`config.mk`:
```
export PLATFORM = sky130hd
export DESIGN_NAME = led_indicator_bank
export DESIGN_NICKNAME = d
export VERILOG_FILES = /design/src/rtl/led_ind_pkg.sv /design/src/rtl/led_tick_gen.sv /design/src/rtl/led_indicator_bank.sv
export SDC_FILE = /design/constraint.sdc
export NUM_CORES = 1
export LEC_CHECK = 0
export ABC_AREA = 1
export CAP_MARGIN = 20
export CORE_UTILIZATION = 60
export DETAILED_ROUTE_END_ITERATION = 8
export PLACE_DENSITY = 0.89
export SLEW_MARGIN = 20
export SYNTH_ARGS = -nofsm -noshare
export SYNTH_HDL_FRONTEND = slang
export SYNTH_SLANG_ARGS = --single-unit
```
`constraint.sdc`:
```
create_clock -name clk -period 2.5 [get_ports clk]
set_clock_uncertainty 0.1 [all_clocks]
set_input_delay 0.5 -clock clk [delete_from_list [all_inputs] [get_ports clk]]
set_output_delay 0.5 -clock clk [all_outputs]
set_load 0.05 [all_outputs]
```
`src/rtl/led_ind_pkg.sv`:
```
// Shared types and helpers for the LED indicator bank.
// Mode encoding and counter-width helper.
package led_ind_pkg;

  typedef enum logic [1:0] {
    LED_OFF,
    LED_ON,
    LED_BLINK,
    LED_BREATHE
  } led_mode_e;

  localparam int BLINK_W = 16;

  function automatic int cnt_w(input int n);
    return (n < 2) ? 1 : $clog2(n);
  endfunction

endpackage

```
`src/rtl/led_tick_gen.sv`:
```
// Prescaler producing a one-cycle tick every DIV clocks.
// Frozen while enable is low.
module led_tick_gen
  import led_ind_pkg::*;
#(
  parameter int DIV = 10
) (
  input  logic clk,
  input  logic rst_n,
  input  logic enable,
  output logic tick
);

  localparam int W = cnt_w(DIV);
  localparam logic [W-1:0] LAST = W'(DIV - 1);

  logic [W-1:0] cnt;

  if (DIV < 2) begin : g_div_chk
    $error("led_tick_gen: DIV must be at least 2");
  end

  // Wrap counter 0..DIV-1, held while disabled
  always_ff @(posedge clk or negedge rst_n) begin
    if (!rst_n) begin
      cnt <= '0;
    end else if (enable) begin
      cnt <= (cnt == LAST) ? '0 : cnt + W'(1);
    end
  end

  assign tick = enable & (cnt == LAST);

endmodule

```
`src/rtl/led_indicator_bank.sv`:
```
// Multi-channel LED driver: off/on/blink/breathe modes
// with per-channel pulse stretching.
module led_indicator_bank
  import led_ind_pkg::*;
#(
  parameter int CLK_FREQ      = 100_000_000,
  parameter int TICK_HZ       = 1000,
  parameter int NUM_CH        = 8,
  parameter int PWM_BITS      = 8,
  parameter int STRETCH_TICKS = 50
) (
  input  logic                   clk,
  input  logic                   rst_n,
  input  logic                   enable,
  input  logic [NUM_CH-1:0][1:0] mode,
  input  logic [15:0]            blink_half,
  input  logic [NUM_CH-1:0]      pulse,
  output logic [NUM_CH-1:0]      led,
  output logic                   tick
);

  localparam int DIV = CLK_FREQ / TICK_HZ;
  localparam int SW  = cnt_w(STRETCH_TICKS + 1);

  localparam logic [SW-1:0] S_LOAD =
    SW'(STRETCH_TICKS);
  localparam logic [PWM_BITS-1:0] D_MAX = '1;
  localparam logic [PWM_BITS-1:0] D_TOP =
    D_MAX - PWM_BITS'(1);
  localparam logic [PWM_BITS-1:0] D_ONE =
    PWM_BITS'(1);

  logic [BLINK_W-1:0]  bcnt;
  logic [BLINK_W-1:0]  bh_last;
  logic                blink_phase;
  logic [PWM_BITS-1:0] pwm_cnt;
  logic [PWM_BITS-1:0] duty;
  logic                dir_up;
  logic                breathe_out;
  logic                armed;
  logic [NUM_CH-1:0]   pulse_q;
  logic [NUM_CH-1:0]   edge_det;
  logic [NUM_CH-1:0]   led_next;

  led_tick_gen #(
    .DIV (DIV)
  ) u_tick (
    .clk    (clk),
    .rst_n  (rst_n),
    .enable (enable),
    .tick   (tick)
  );

  assign bh_last = (blink_half == '0) ? '0
                 : blink_half - BLINK_W'(1);

  // Shared blink phase; >= compare tolerates shrinking
  always_ff @(posedge clk or negedge rst_n) begin
    if (!rst_n) begin
      bcnt        <= '0;
      blink_phase <= 1'b0;
    end else if (tick) begin
      if (bcnt >= bh_last) begin
        bcnt        <= '0;
        blink_phase <= ~blink_phase;
      end else begin
        bcnt <= bcnt + BLINK_W'(1);
      end
    end
  end

  // Free-running PWM carrier
  always_ff @(posedge clk or negedge rst_n) begin
    if (!rst_n) begin
      pwm_cnt <= '0;
    end else begin
      pwm_cnt <= pwm_cnt + PWM_BITS'(1);
    end
  end

  // Triangle duty ramp, one step per tick
  always_ff @(posedge clk or negedge rst_n) begin
    if (!rst_n) begin
      duty   <= '0;
      dir_up <= 1'b1;
    end else if (tick) begin
      if (dir_up) begin
        duty <= duty + PWM_BITS'(1);
        if (duty == D_TOP) dir_up <= 1'b0;
      end else begin
        duty <= duty - PWM_BITS'(1);
        if (duty == D_ONE) dir_up <= 1'b1;
      end
    end
  end

  assign breathe_out = (pwm_cnt < duty);

  // Blocks edges until pulse has been sampled once
  always_ff @(posedge clk or negedge rst_n) begin
    if (!rst_n) begin
      armed   <= 1'b0;
      pulse_q <= '0;
    end else begin
      armed   <= 1'b1;
      pulse_q <= pulse;
    end
  end

  assign edge_det = pulse & ~pulse_q
                  & {NUM_CH{armed}};

  for (genvar i = 0; i < NUM_CH; i++) begin : g_ch
    logic          base;
    logic [SW-1:0] scnt;

    // Mode select for this channel
    always_comb begin
      base = 1'b0;
      unique case (led_mode_e'(mode[i]))
        LED_OFF:     base = 1'b0;
        LED_ON:      base = 1'b1;
        LED_BLINK:   base = blink_phase;
        LED_BREATHE: base = breathe_out;
      endcase
    end

    // Stretch counter; a fresh edge beats a tick
    always_ff @(posedge clk or negedge rst_n) begin
      if (!rst_n) begin
        scnt <= '0;
      end else if (!enable) begin
        scnt <= '0;
      end else if (edge_det[i]) begin
        scnt <= S_LOAD;
      end else if (tick && scnt != '0) begin
        scnt <= scnt - SW'(1);
      end
    end

    assign led_next[i] =
      enable & (base | (scnt != '0));
  end

  // Registered LED drive
  always_ff @(posedge clk or negedge rst_n) begin
    if (!rst_n) begin
      led <= '0;
    end else begin
      led <= led_next;
    end
  end

endmodule

```
==> key figures <==
Run status
  • Status: finished, violations left
  • Failing checks: negative setup slack

Critical path
  • R2r setup slk: 260 ps
  • CP endpoint kind: flip-flop
  • Critical path type: input port to flip-flop
  • CP arrival: roughly 2900 ps
  • CP Max Fanout: 8
  • Critical path required time: 2770 ps
  • CP startpoint kind: input port

Pwr
  • Max VDD drop: 577 uV
  • Part of the power in combinational logic: 0.202
  • Reported net switching power: 1.81 mW
  • LEAKAGE: approximately 5.0 nW
  • Pwr Total: 6.25 mW
  • Int Pwr: 4.43 mW
  • Sw Ratio: 0.290
  • Flop pwr share: 0.354
  • Clock power share: 0.443
  • P per Cell Area: 631 nW/um^2

Final layout
  • Antenna diodes: 0
  • Fillers: 712
  • Layout cell share with drive strength beyond 1: 0.181
  • Area Growth Syn to Fin: 30.5%
  • Most frequent cells in the layout: nand2_1, inv_1, dfrtp_1
  • Final instance area: 9900 um^2
  • Final Non-Filler Cells: 1,337
  • Commonest non-fill, non-tap cell in the layout: nand2_1
  • NumNets Final: 1,247

Clock network
  • CTS clk-pin slew, worst paths: 60 ps
  • Clock root buffer: clkbuf_16
  • CTS Buf Count: 17
  • Clk buf depth: 2
  • H-tree depth: 4
  • TritonCTS clock tree: yes
  • Clk_lat worst skew: between 400 and 500 ps
  • CTS Sinks: 116

Place
  • DP Cell Count: roughly 1,300
  • Post-DP HPWL: 12,900 um
  • Placed cell areas: around 8700 um^2
  • Worst slack, placed: -917 ps
  • Routability cong.: 0.905
  • Port buffer count: 51

Timing
  • Hold WS: 372 ps
  • Endpoints failing hold: 0
  • Minimum clock period: about 2600 ps
  • Fmax: 378 MHz
  • Setup slack after layout: -146 ps
  • RSZ-0062 raised after global routing: yes
  • Slew HR: 0.621
  • Final setup fails: 17
  • Final worst-path cycle share: 1.06
  • Final Slew Violations: 0
  • Tightest Pin Transition: 564 ps

GRT
  • GR Util All Layers: 0.323
  • Gr ovfl total: 0
  • Vias in the first global route: 7,345
  • Initial antenna violation count: 0
  • First-pass GRT wire length: 33,100 um
  • Largest net degree at the start of global routing: 56

Detailed routing
  • Drc violations: 0
  • Initial detailed-routing violation count: 859
  • Via count: just under 8,000
  • Vias per cell: between 5 and 6
  • Antenna viol nets, final: 0
  • Pre-Repair DR Iteration Count: 5
  • Routed wire per std cell: ~16 um
  • Detailed Route WL: 21,800 um

Die
  • CORE AREA: 12,200 um^2
  • Starting density of the core: 0.624
  • Die Wd: around 110 um
  • Die area: 13,100 um^2
  • # rows: 40
  • Die Span Y: 114 um
  • I/O Pins: between 50 and 60

Synthesis
  • Register area share after synthesis: 0.383
  • Yosys warns: 0
  • Leading register cell type out of synthesis: dfrtp_1
  • Syn Std Cell Area: between 7000 and 8000 um^2
  • Syn avg cell area: 7.36 um^2
  • Synth unique cells: 37
  • EDFF count, synth: 0
  • Number of synthesized register bits: roughly 120
  • Post-synth ARST share: 1.00
  • Syn_nets: 1,122
  • Synth Instances: around 1,000

Run
  • Max Cap Viol: 0

Min path
  • Hold Path Class: flip-flop to flip-flop
[worst paths after layout]
kind | from | to | cells past startpoint
max | blink_half[8] | bcnt[11]$_DFFE_PN0P_ | 20
min | pwm_cnt[0]$_DFF_PN0_ | pwm_cnt[0]$_DFF_PN0_ | 1
max reg2reg | u_tick.cnt[11]$_DFFE_PN0P_ | bcnt[10]$_DFFE_PN0P_ | 11
min reg2reg | pwm_cnt[0]$_DFF_PN0_ | pwm_cnt[0]$_DFF_PN0_ | 1
max in group asynchronous | rst_n | dir_up$_DFFE_PN1P_ | 3
min in group asynchronous | rst_n | bcnt[3]$_DFFE_PN0P_ | 2
[state kept, by name (all words and copies together), names as in the netlist]
| register | count |
|---|---|
| blink_phase | 1 |
| duty | 8 |
| u_tick.cnt | 17 |
| g_ch.scnt | 48 |
| armed | 1 |
| bcnt | 16 |
| led | 8 |
| pulse_q | 8 |
| pwm_cnt | 8 |
| dir_up | 1 |
[cell families after synthesis]
family / synth area share
AOI/OAI and AO/OA: 0.0995
xor gates and xnor gates: 0.0427
buffers and inverters: 0.0872
adders and majority gates: 0.0792
other: 0.000494
and+or+nand+nor: 0.308
DFF: 0.383
[cell type report]
class / count / area (um^2) / area share
clock buffers: 24 / 502 / 0.0507
inverters: 159 / 612 / 0.0618
well taps: 168 / 210 / 0.0212
clock inverters: 8 / 169 / 0.0171
flip-flops and latches: 116 / 2900 / 0.293
repair buffers: 119 / 1050 / 0.106
multi-input cells: 743 / 4450 / 0.450
[power groups by stage]
stage                     logic (mW)  registers, mW  clock network [mW]
after detailed placement        1.15           2.23                   0
after CTS                       1.20           2.21                2.77
final                           1.26           2.21                2.77
after floorplan                0.739           2.25                   0
after global placement          1.10           2.22                   0
after global routing            1.41           2.23                2.87
[synthesized netlist by cell type (6+ instances only)]
cell	number	area, um^2
inv_1	156	586
xor2_1	33	289
a21oi_1	38	190
dfrtp_1	115	2880
nand4_1	43	269
clkbuf_1	6	22.5
o21ai_0	61	305
nand3_1	95	475
nand2_1	224	841
nor3_1	24	120
nor2_2	6	37.5
a21o_1	10	75.1
ha_1	48	601
nor2_1	118	443
[routing by layer]
metal | global-route usage | vias up | routed length (um)
met5 | 0 | - | 0
met4 | 0.158 | 0 | 890
met3 | 0.0656 | 92 | 1490
met2 | 0.543 | 386 | 10700
met1 | 0.398 | 3643 | 8660
li1 | - | 3606 | -
[worst max-delay path, stage by stage]
cell	delay, ps
buf_6	100
nor2_4	120
inv_2	50
nor2_4	170
inv_2	90
buf_6	120
nor2_4	110
buf_4	120
nand3_1	110
o21ai_1	210
a21o_1	160
ha_4	220
nand2_4	80
inv_1	90
nand2_2	100
nand3_2	100
a21oi_2	140
buf_6	140
nand4_1	90
nand2_1	90
[through the flow]
| step | TNS, ps | util |
|---|---|---|
| 3_5_place_dp | -14680 | 0.717 |
| 2_1_floorplan | -647 | - |
| 5_1_grt | -3140 | 0.814 |
| 6_report | -1950 | 0.814 |
| 3_3_place_gp | -11640 | 0.717 |
| 4_1_cts | 0 | 0.792 |
[repair_timing]
action,4_1_cts,5_1_grt
hold buffers,1,0
gates resized for setup,54,75
endpoints found under the hold margin,33,0
setup endpoints to repair,17,18
pin swaps,26,41
setup buffers,10,11
(Power assumes the default switching activity.)
